<file path="src/rtl/sig_measure_pkg.sv">
// sig_measure_pkg -- encodings shared by the signal-measurement block.
//   state_e : window FSM states (IDLE, ACC, PUB)
//   hyst_e  : zero-crossing hysteresis states (UNK, LOW, HIGH)
//   ZC_SAT  : ceiling of the 16-bit zero-crossing counter
package sig_measure_pkg;

  typedef enum logic [1:0] {
    ST_IDLE = 2'd0,
    ST_ACC  = 2'd1,
    ST_PUB  = 2'd2
  } state_e;

  typedef enum logic [1:0] {
    HY_UNK  = 2'd0,
    HY_LOW  = 2'd1,
    HY_HIGH = 2'd2
  } hyst_e;

  localparam logic [15:0] ZC_SAT = 16'hFFFF;

endpackage

</file>
<file path="src/rtl/zc_detect.sv">
// zc_detect -- hysteresis zero-crossing detector with per-window counter.
// Ports:
//   clk, rst       : clock, asynchronous active-high reset
//   strobe_i       : one sample is consumed this clk
//   new_win_i      : this sample is the first of a new window (clears count)
//   din_i [DW-1:0] : two's-complement sample
//   cnt_d_o [15:0] : window count including the current sample
//   sat_d_o        : sticky saturation flag including the current sample
// The next-state values are exported so the parent can capture the count in
// the same clk that consumes the final sample of a window.
module zc_detect
  import sig_measure_pkg::*;
#(
  parameter int DW   = 12,
  parameter int HYST = 16
) (
  input  logic          clk,
  input  logic          rst,
  input  logic          strobe_i,
  input  logic          new_win_i,
  input  logic [DW-1:0] din_i,
  output logic [15:0]   cnt_d_o,
  output logic          sat_d_o
);

  localparam int HI_TH = HYST;
  localparam int LO_TH = -HYST;

  hyst_e       hyst_q, hyst_d;
  logic [15:0] cnt_q, cnt_d;
  logic        sat_q, sat_d;
  logic signed [DW-1:0] din_s;
  int          din_int;

  assign din_s   = din_i;
  assign din_int = int'(din_s);

  // NOTE: every variable gets a default before any branch so no path can
  // leave it unassigned, which would otherwise infer a latch.
  always_comb begin
    hyst_d = hyst_q;
    cnt_d  = cnt_q;
    sat_d  = sat_q;
    if (strobe_i) begin
      if (new_win_i) begin
        cnt_d = '0;
        sat_d = 1'b0;
      end
      // Samples inside the dead band leave the state untouched.
      if (din_int <= LO_TH) begin
        hyst_d = HY_LOW;
      end else if (din_int >= HI_TH) begin
        hyst_d = HY_HIGH;
      end
      // Only a genuine LOW->HIGH move counts; leaving UNK never does.
      if (hyst_q == HY_LOW && hyst_d == HY_HIGH && cnt_d != ZC_SAT) begin
        cnt_d = cnt_d + 16'd1;
        if (cnt_d == ZC_SAT) begin
          sat_d = 1'b1;
        end
      end
    end
  end

  // NOTE: state registers use non-blocking assignments so every flop samples
  // the pre-edge value of every other flop.
  always_ff @(posedge clk or posedge rst) begin
    if (rst) begin
      hyst_q <= HY_UNK;
      cnt_q  <= '0;
      sat_q  <= 1'b0;
    end else begin
      hyst_q <= hyst_d;
      cnt_q  <= cnt_d;
      sat_q  <= sat_d;
    end
  end

  assign cnt_d_o = cnt_d;
  assign sat_d_o = sat_d;

endmodule

</file>
<file path="src/rtl/sig_measure.sv">
// sig_measure -- windowed peak / peak-to-peak / zero-crossing measurement.
// Ports:
//   clk, rst        : clock, asynchronous active-high reset
//   f_s             : sample-rate clock, used as a clk-synchronous level
//   din [DW-1:0]    : two's-complement sample
//   valid           : one-clk pulse, results below are new
//   peak_max/min    : signed extremes of the last window
//   p2p [DW:0]      : unsigned peak_max - peak_min
//   zc_count [15:0] : positive-going zero crossings in the last window
//   zc_sat          : zc_count saturated during the last window
module sig_measure
  import sig_measure_pkg::*;
#(
  parameter int DW   = 12,
  parameter int WIN  = 2000,
  parameter int HYST = 16
) (
  input  logic          clk,
  input  logic          rst,
  input  logic          f_s,
  input  logic [DW-1:0] din,
  output logic          valid,
  output logic [DW-1:0] peak_max,
  output logic [DW-1:0] peak_min,
  output logic [DW:0]   p2p,
  output logic [15:0]   zc_count,
  output logic          zc_sat
);

  localparam logic [15:0] WIN_C = 16'(WIN);

  state_e               state_q, state_d;
  logic [15:0]          cnt_q, cnt_d;
  logic signed [DW-1:0] max_q, max_d, min_q, min_d;
  logic signed [DW-1:0] din_s;
  logic                 f_s_q, strobe, new_win, publish;
  logic [DW:0]          p2p_d;
  logic [15:0]          zc_cnt_d;
  logic                 zc_sat_d;

  logic                 valid_q;
  logic [DW-1:0]        peak_max_q, peak_min_q;
  logic [DW:0]          p2p_q;
  logic [15:0]          zc_count_q;
  logic                 zc_sat_q;

  assign din_s   = din;
  // Rising edge of f_s; a level held high produces a single strobe.
  assign strobe  = f_s & ~f_s_q;
  // A window starts on the first strobe after reset, or right after PUB.
  assign new_win = strobe &&
                   (state_q == ST_IDLE || (state_q == ST_ACC && cnt_q == '0));

  always_comb begin
    state_d = state_q;
    cnt_d   = cnt_q;
    max_d   = max_q;
    min_d   = min_q;
    publish = 1'b0;
    unique case (state_q)
      ST_IDLE: begin
        if (strobe) begin
          max_d   = din_s;
          min_d   = din_s;
          cnt_d   = 16'd1;
          state_d = ST_ACC;
        end
      end
      ST_ACC: begin
        if (strobe) begin
          if (cnt_q == '0) begin
            max_d = din_s;
            min_d = din_s;
          end else begin
            if (din_s > max_q) max_d = din_s;
            if (din_s < min_q) min_d = din_s;
          end
          cnt_d = cnt_q + 16'd1;
          if (cnt_d == WIN_C) begin
            state_d = ST_PUB;
            publish = 1'b1;
          end
        end
      end
      ST_PUB: begin
        state_d = ST_ACC;
        cnt_d   = '0;
      end
      default: state_d = ST_IDLE;
    endcase
  end

  // Sign-extend before subtracting so the full range fits without overflow.
  assign p2p_d = {max_d[DW-1], max_d} - {min_d[DW-1], min_d};

  zc_detect #(
    .DW   (DW),
    .HYST (HYST)
  ) u_zc (
    .clk       (clk),
    .rst       (rst),
    .strobe_i  (strobe),
    .new_win_i (new_win),
    .din_i     (din),
    .cnt_d_o   (zc_cnt_d),
    .sat_d_o   (zc_sat_d)
  );

  always_ff @(posedge clk or posedge rst) begin
    if (rst) begin
      state_q <= ST_IDLE;
      cnt_q   <= '0;
      max_q   <= '0;
      min_q   <= '0;
      f_s_q   <= 1'b0;
    end else begin
      state_q <= state_d;
      cnt_q   <= cnt_d;
      max_q   <= max_d;
      min_q   <= min_d;
      f_s_q   <= f_s;
    end
  end

  // Results are captured on the edge that consumes the last sample, so they
  // appear together with valid during the PUB clk and hold until the next.
  always_ff @(posedge clk or posedge rst) begin
    if (rst) begin
      valid_q    <= 1'b0;
      peak_max_q <= '0;
      peak_min_q <= '0;
      p2p_q      <= '0;
      zc_count_q <= '0;
      zc_sat_q   <= 1'b0;
    end else begin
      valid_q <= publish;
      if (publish) begin
        peak_max_q <= max_d;
        peak_min_q <= min_d;
        p2p_q      <= p2p_d;
        zc_count_q <= zc_cnt_d;
        zc_sat_q   <= zc_sat_d;
      end
    end
  end

  assign valid    = valid_q;
  assign peak_max = peak_max_q;
  assign peak_min = peak_min_q;
  assign p2p      = p2p_q;
  assign zc_count = zc_count_q;
  assign zc_sat   = zc_sat_q;

endmodule

</file>
<file path="config.mk">
export PLATFORM = sky130hd
export DESIGN_NAME = sig_measure
export DESIGN_NICKNAME = d
export VERILOG_FILES = /design/src/rtl/sig_measure_pkg.sv /design/src/rtl/zc_detect.sv /design/src/rtl/sig_measure.sv
export SDC_FILE = /design/constraint.sdc
export NUM_CORES = 1
export LEC_CHECK = 0
export CELL_PAD_IN_SITES_DETAIL_PLACEMENT = 0
export CELL_PAD_IN_SITES_GLOBAL_PLACEMENT = 1
export CORE_AREA = 8 8 131 133
export DETAILED_ROUTE_END_ITERATION = 16
export DIE_AREA = 0 0 139 141
export PLACE_DENSITY_LB_ADDON = 0.1
export SLEW_MARGIN = 5
export SYNTH_ARGS = -nofsm -noshare
export SYNTH_HDL_FRONTEND = slang
export SYNTH_SLANG_ARGS = --single-unit
</file>
<file path="constraint.sdc">
create_clock -name clk -period 10.4 [get_ports clk]
set_clock_uncertainty 0.1 [all_clocks]
set_input_delay 2.08 -clock clk [delete_from_list [all_inputs] [get_ports clk]]
set_output_delay 2.08 -clock clk [all_outputs]
set_load 0.005 [all_outputs]
</file>
* After elaboration in Yosys (flattened, before gate mapping)
Cells that the tools add are included.
Widths: inputs -> output; s select.
** Storage, ports and cells
- Flip-flop bits (word level) :: 117
- Latch bits :: 0
- Memory bits (writable) :: 0
- ROM bits :: 0
- Input bits :: 15
- Output and inout port bits :: 55
- Logic and storage cells :: 74
- Memories :: 0
** Operators by class
- $add $sub $neg :: 3
- $mul :: 0
- Div/mod/pow operators :: 0
- $lt $le $gt $ge :: 4
- Equal/unequal tests :: 10
- Shift operators :: 0
- Mux-type cells :: 31
- Bitwise operators :: 2
- Reductions and logical operators :: 10
** Operators by type and width (number)
- $mux 12 :: 8
- $mux 16 :: 6
- $pmux 12 s2 :: 2
- $pmux 16 s3 :: 1
- $add 16x1->16 const B :: 2
- $eq 16x11->1 const B :: 1
- $eq 16x16->1 const B :: 1
- $logic_not 16->1 :: 1
- $ne 16x16->1 const B :: 1
- $sub 12x12->13 :: 1
- $ge 12x6->1 const B :: 1
- $gt 12x12->1 :: 1
- $le 12x5->1 const B :: 1
- $lt 12x12->1 :: 1
- $mux 2 :: 6
- $mux 1 :: 7
- $pmux 2 s3 :: 1
- $reduce_and 3->1 :: 2
- $eq 2x1->1 const B :: 2
- $eq 2x2->1 const B :: 2
- $logic_and 1x1->1 :: 4
- $ne 2x2->1 const B :: 2
- $reduce_bool 3->1 :: 1
- $logic_not 2->1 :: 1
- 4 further kinds :: 4

* Longest topological paths before layout
- Word-level depth :: 11
- Mapped depth :: 19
- Depth with buffers taken out :: 19

* Cells and area by module
From an unflattened synthesis, not the netlist that was laid out.
** Second synthesis, totals
- Cell total of the unflattened synthesis :: 780
- Area, all modules :: 7529.7 um2
** By module, submodules not included
- sig_measure :: instances 1, cells each 601, area an instance 6070.8 um2, seq. area each 2452.4 um2
- zc_detect :: instances 1, cells each 179, area an instance 1458.9 um2, seq. area each 475.5 um2

* Worst setup path before layout
Ideal clock, no wire load.
- Path kind :: input-to-reg
- Start point :: input port din[9]
- End point :: register p2p_q[10] (netlist: p2p[10])
- Library setup time :: 0.133 ns
- Data arrival time :: 5.681 ns
- Data required time :: 10.167 ns
- Setup slack :: 4.486 ns
- Stages :: 17
- Path buffers :: 0
- Cells stage by stage :: ha_1 > a21o_1 > a2111o_1 > a211o_1 > a21oi_1 > nor2_1 > a311oi_1 > ha_1 > fa_1 > nor2b_1 > o21ai_0 > a21boi_0 > o311ai_0 > a21oi_1 > a21oi_1 > xor2_1 > o21ai_0
** Between the ends
- Word-level cells in the longest chain between the ends :: 6
- Elaborated cells on any way between the ends :: 13
- Classes of those cells :: add/sub: 1; order compare: 2; mux: 10
** RTL lines
- from (decl) :: line sig_measure.sv:21 : input logic [DW-1:0] din,
- $gt 12x12->1 / $lt 12x12->1 (equally long branches) :: line sig_measure.sv:75, sig_measure.sv:76
- $mux 12 (on tied branches) :: line sig_measure.sv:75, sig_measure.sv:76
- $mux 12 :: line sig_measure.sv:71 : if (cnt_q == '0) begin
- $mux 12 :: line sig_measure.sv:70 : if (strobe) begin
- $pmux 12 s2 :: line sig_measure.sv:60 : unique case (state_q)
- $sub 12x12->13 * :: line sig_measure.sv:94 : assign p2p_d = {max_d[DW-1], max_d} - {min_d[DW-1], min_d};
- to (signal assigned) :: line sig_measure.sv:140 : p2p_q <= p2p_d;
- to (decl) :: line sig_measure.sv:43 : logic [DW:0] p2p_q;
Mark *: on every way between the ends. The rest lies on a longest branch, timed or not.
A chain may end at the register's enable or synchronous reset.

* Worst setup path after layout
Ends and elaborated chain as after synthesis.

==> results.toml <==
[global_routing]
grt_overflow_total = 0
grt_pass1_wl_um = 29400
grt_max_degree = 71
grt_antenna_before_repair = 0
grt_pass1_vias = 5845
grtUsageTotal_pct = 18.5

[drt]
final_antenna_net_count = 0
wl_per_cell_um = 17.7
vias = 5674
drt-total-wl_um = 17500
dr.pass1.iters = 5
vias_per_cell = 5.74
drc = 0
first_iter_violations = 415

[setup_path]
crit_start = "din[9]"
worst_setup_path_end_kind = "register"
startpoint_type = "input port"
r2r_setup_slack_ns = 5.32
path_class = "input port to register"
r2r_end = "p2p[10]$_DFFE_PP0P_"
slowest_stage = "clkdlybuf4s50_1"
cp.arrival_ns = 7.20
cpLargestDelayFamily = "compound AO/OA/AOI/OAI gates"
cpPeakStageDelay_ns = 0.66
required_ns = 10.57
worst_path_most_repeated_cell = "a21oi_1"
rr_startpoint = "max_q[9]$_DFF_PP0_"
reg2reg_depth = 19
setup.worst_path.end = "p2p[10]$_DFFE_PP0P_"
crit_path_max_fanout = 16
path_cells = "clkdlybuf4s50_1, ha_1, a21o_1, a2111o_1, a211o_1, a21oi_1, buf_4, nor2_1, a311oi_1, ha_1, fa_1, nor2b_1, o21ai_0, a21boi_0, o311ai_0, a21oi_1, a21oi_1, xor2_1, o21ai_0"
worstSetupPathDepth = 19
crit_buf_inv = 2

[place]
placed_area_um2 = 7660
dp_hpwl_um = 12200
gp_routability_congestion = 0.830
portBuffers = 69

[sta]
max_clock_freq_mhz = 142
setup_viol = 0
finalHoldViolCount = 0
rsz0062_at_grt = "false"
layout_min_cycle_time_ns = 7.02
worst_pin_slew_ns = 0.926
fin_crit_sh_pct = 67.5
slew_violations = 0
relSlewSlack_pct = 38.1
tns_ns = 0

[die]
die_y_um = 141
core_um2 = 15000
start_util_pct = 45.6
io_pins = 70
die_area_um2 = 19600
num_rows = 45
fp.dieW_um = 139

[synthesis]
synthCells = 725
synth_top_area_share_pct = 42.9
synth-xor-area-share_pct = 2.18
synth_edf_count = 0
netlist-cell-type-count = 72
synth_flop_cell = "dfrtp_1"
synthMuxAreaShare_pct = 5.74
synth.avg_cell_area_um2 = 9.41
yosysSeqAreaShare_pct = 42.9
synthTopCellsByArea = "dfrtp_1 (43%), ha_1 (7.9%), nand2_1 (4.8%), o21ai_0 (4.7%), inv_1 (3.0%)"
yosys_warnings = 0
synth_top_family_by_area = "simple AND/OR/NAND/NOR gates"
yosysTopAreaCell = "dfrtp_1"
synth-compound-area-share_pct = 17.6
syn_nets = 784
synth-simple-area-share_pct = 18.2
synth_seq_cells = 117
syn_area_um2 = 6820
synth_fa_ha_area_share_pct = 8.18
synth-async-reset-ratio_pct = 100

[cts]
insertion_delay_ns = 0.41
cts.root.buffer_cell = "clkbuf_16"
path_clk_slew_ns = 0.05
htreeDepth = 4
cts_buffers = 17
cts.sinks = 117
cts.path.max_buffers = 2
postCtsHoldBufs = 0
ctsResizeCount = 0
cts_tree = "done"
cts_setup_buffers = 0

[pwr]
irDropWorstVdd_uv = 138
p_per_area_nw_per_um2 = 229
power_mw = 1.88
total_leakage_power_nw = 3.80

[layout]
area.growth.synth_to_final_pct = 20.3
antenna_cells = 0
nets = 850
fillerInstances = 1350
layout-drive-gt1-share_pct = 7.24
fin_area_um2 = 8210

[run]
cap_viol_max_count = 0

[status]
status = "finished, final reports clean"

[min_path]
hp-start = "zc_count[10]$_DFFE_PP0P_"
hp-class = "register to register"
-- cell families (layout without fill, tap and decap cells) --
kind of cell | after synthesis | count (layout)
xor gates and xnor gates | 17 | 17
DFF | 117 | 117
adders and majority gates | 44 | 44
buffers and inverters | 84 | 160
muxes | 36 | 36
AOI/OAI and AO/OA | 184 | 184
and+or+nand+nor | 243 | 243
-- cell type report --
type	instances	area, um^2	share of cell area [%]
clock buffer	24	492	5.99
multi-input combinational	524	3540	43.2
sequential	117	2930	35.7
timing repair buffer	76	743	9.06
inverter	55	214	2.61
tap	188	235	2.87
clock inverter	5	50.0	0.610
-- per-stage QoR --
| stage | instances | hold slack, ns | setup slack [ns] | utilization (%) |
|---|---|---|---|---|
| 2_1_floorplan | 725 | 0.346 | 4.49 | - |
| 3_3_place_gp | 960 | 0.367 | 3.17 | 51.2 |
| 3_5_place_dp | 960 | 0.372 | 3.01 | 51.2 |
| 4_1_cts | 989 | 0.386 | 3.40 | 54.8 |
| 5_1_grt | 989 | 0.398 | 2.99 | 54.8 |
| 6_report | 989 | 0.381 | 3.38 | 54.8 |
-- power by group --
group          internal (mW)  switching, mW
clock network          0.348          0.196
logic                  0.311          0.463
registers              0.517         0.0463
total                   1.18          0.705
-- Yosys cell counts (3+ instances only) --
library cell / instances
inv_1: 54
a21oi_1: 28
and3_1: 13
mux2i_1: 11
mux2_1: 18
buf_2: 6
a2111oi_0: 3
o211ai_1: 9
o31ai_1: 6
a21o_1: 8
nor3b_1: 3
nor2_1: 31
o22ai_1: 3
buf_6: 3
o21a_1: 3
nand2b_1: 11
or3_1: 5
a211oi_1: 5
xnor2_1: 8
ha_1: 43
nor3_1: 7
nor2b_1: 5
dfrtp_1: 117
a221oi_1: 7
nor4_1: 4
a31oi_1: 10
clkbuf_1: 17
nand4_1: 13
o21ai_1: 3
nand3b_1: 3
o21ai_0: 64
nor2_2: 3
nand2_1: 87
and4_1: 6
or2_2: 4
nand3_1: 34
mux2_2: 7
a22oi_1: 12
xor2_1: 9
and2_1: 6
-- cell usage in the layout (no fill, tap or decap), types with 8 or more instances in the layout --
cell type and n:
a21o_1 8, a21oi_1 28, a22oi_1 12, a31oi_1 10
and3_1 13, clkbuf_16 17, clkdlybuf4s50_1 69, dfrtp_1 117
ha_1 43, inv_1 53, mux2_1 18, mux2i_1 11
nand2_1 87, nand2b_1 11, nand3_1 34, nand4_1 13
nor2_1 31, o211ai_1 9, o21ai_0 64, xnor2_1 8
xor2_1 9
-- flip-flops by register name, summed over array words and instances (netlist names), 2 cells and up --
name	cells
cnt_q	16
u_zc.cnt_q	16
zc_count	16
p2p	13
max_q	12
min_q	12
peak_max	12
peak_min	12
state_q	2
u_zc.hyst_q	2
-- routing by layer --
metal | share of wire, % | global-route usage [%]
met2 | 49 | 31.8
met4 | 2.3 | 7.74
met5 | 0 | 0
met1 | 45 | 21.9
met3 | 4.1 | 4.49
-- worst min path at each step --
stage	endpoint	slack (ns)	cells after the start
after floorplan	u_zc.sat_q$_DFF_PP0_	0.35	2
after global placement	peak_min[7]$_DFFE_PP0P_	0.37	2
after detailed placement	zc_sat$_DFFE_PP0P_	0.37	2
after CTS	zc_sat$_DFFE_PP0P_	0.39	2
after global routing	zc_sat$_DFFE_PP0P_	0.40	2
final	zc_count[10]$_DFFE_PP0P_	0.38	1
Power figures use the tool's default switching activity.
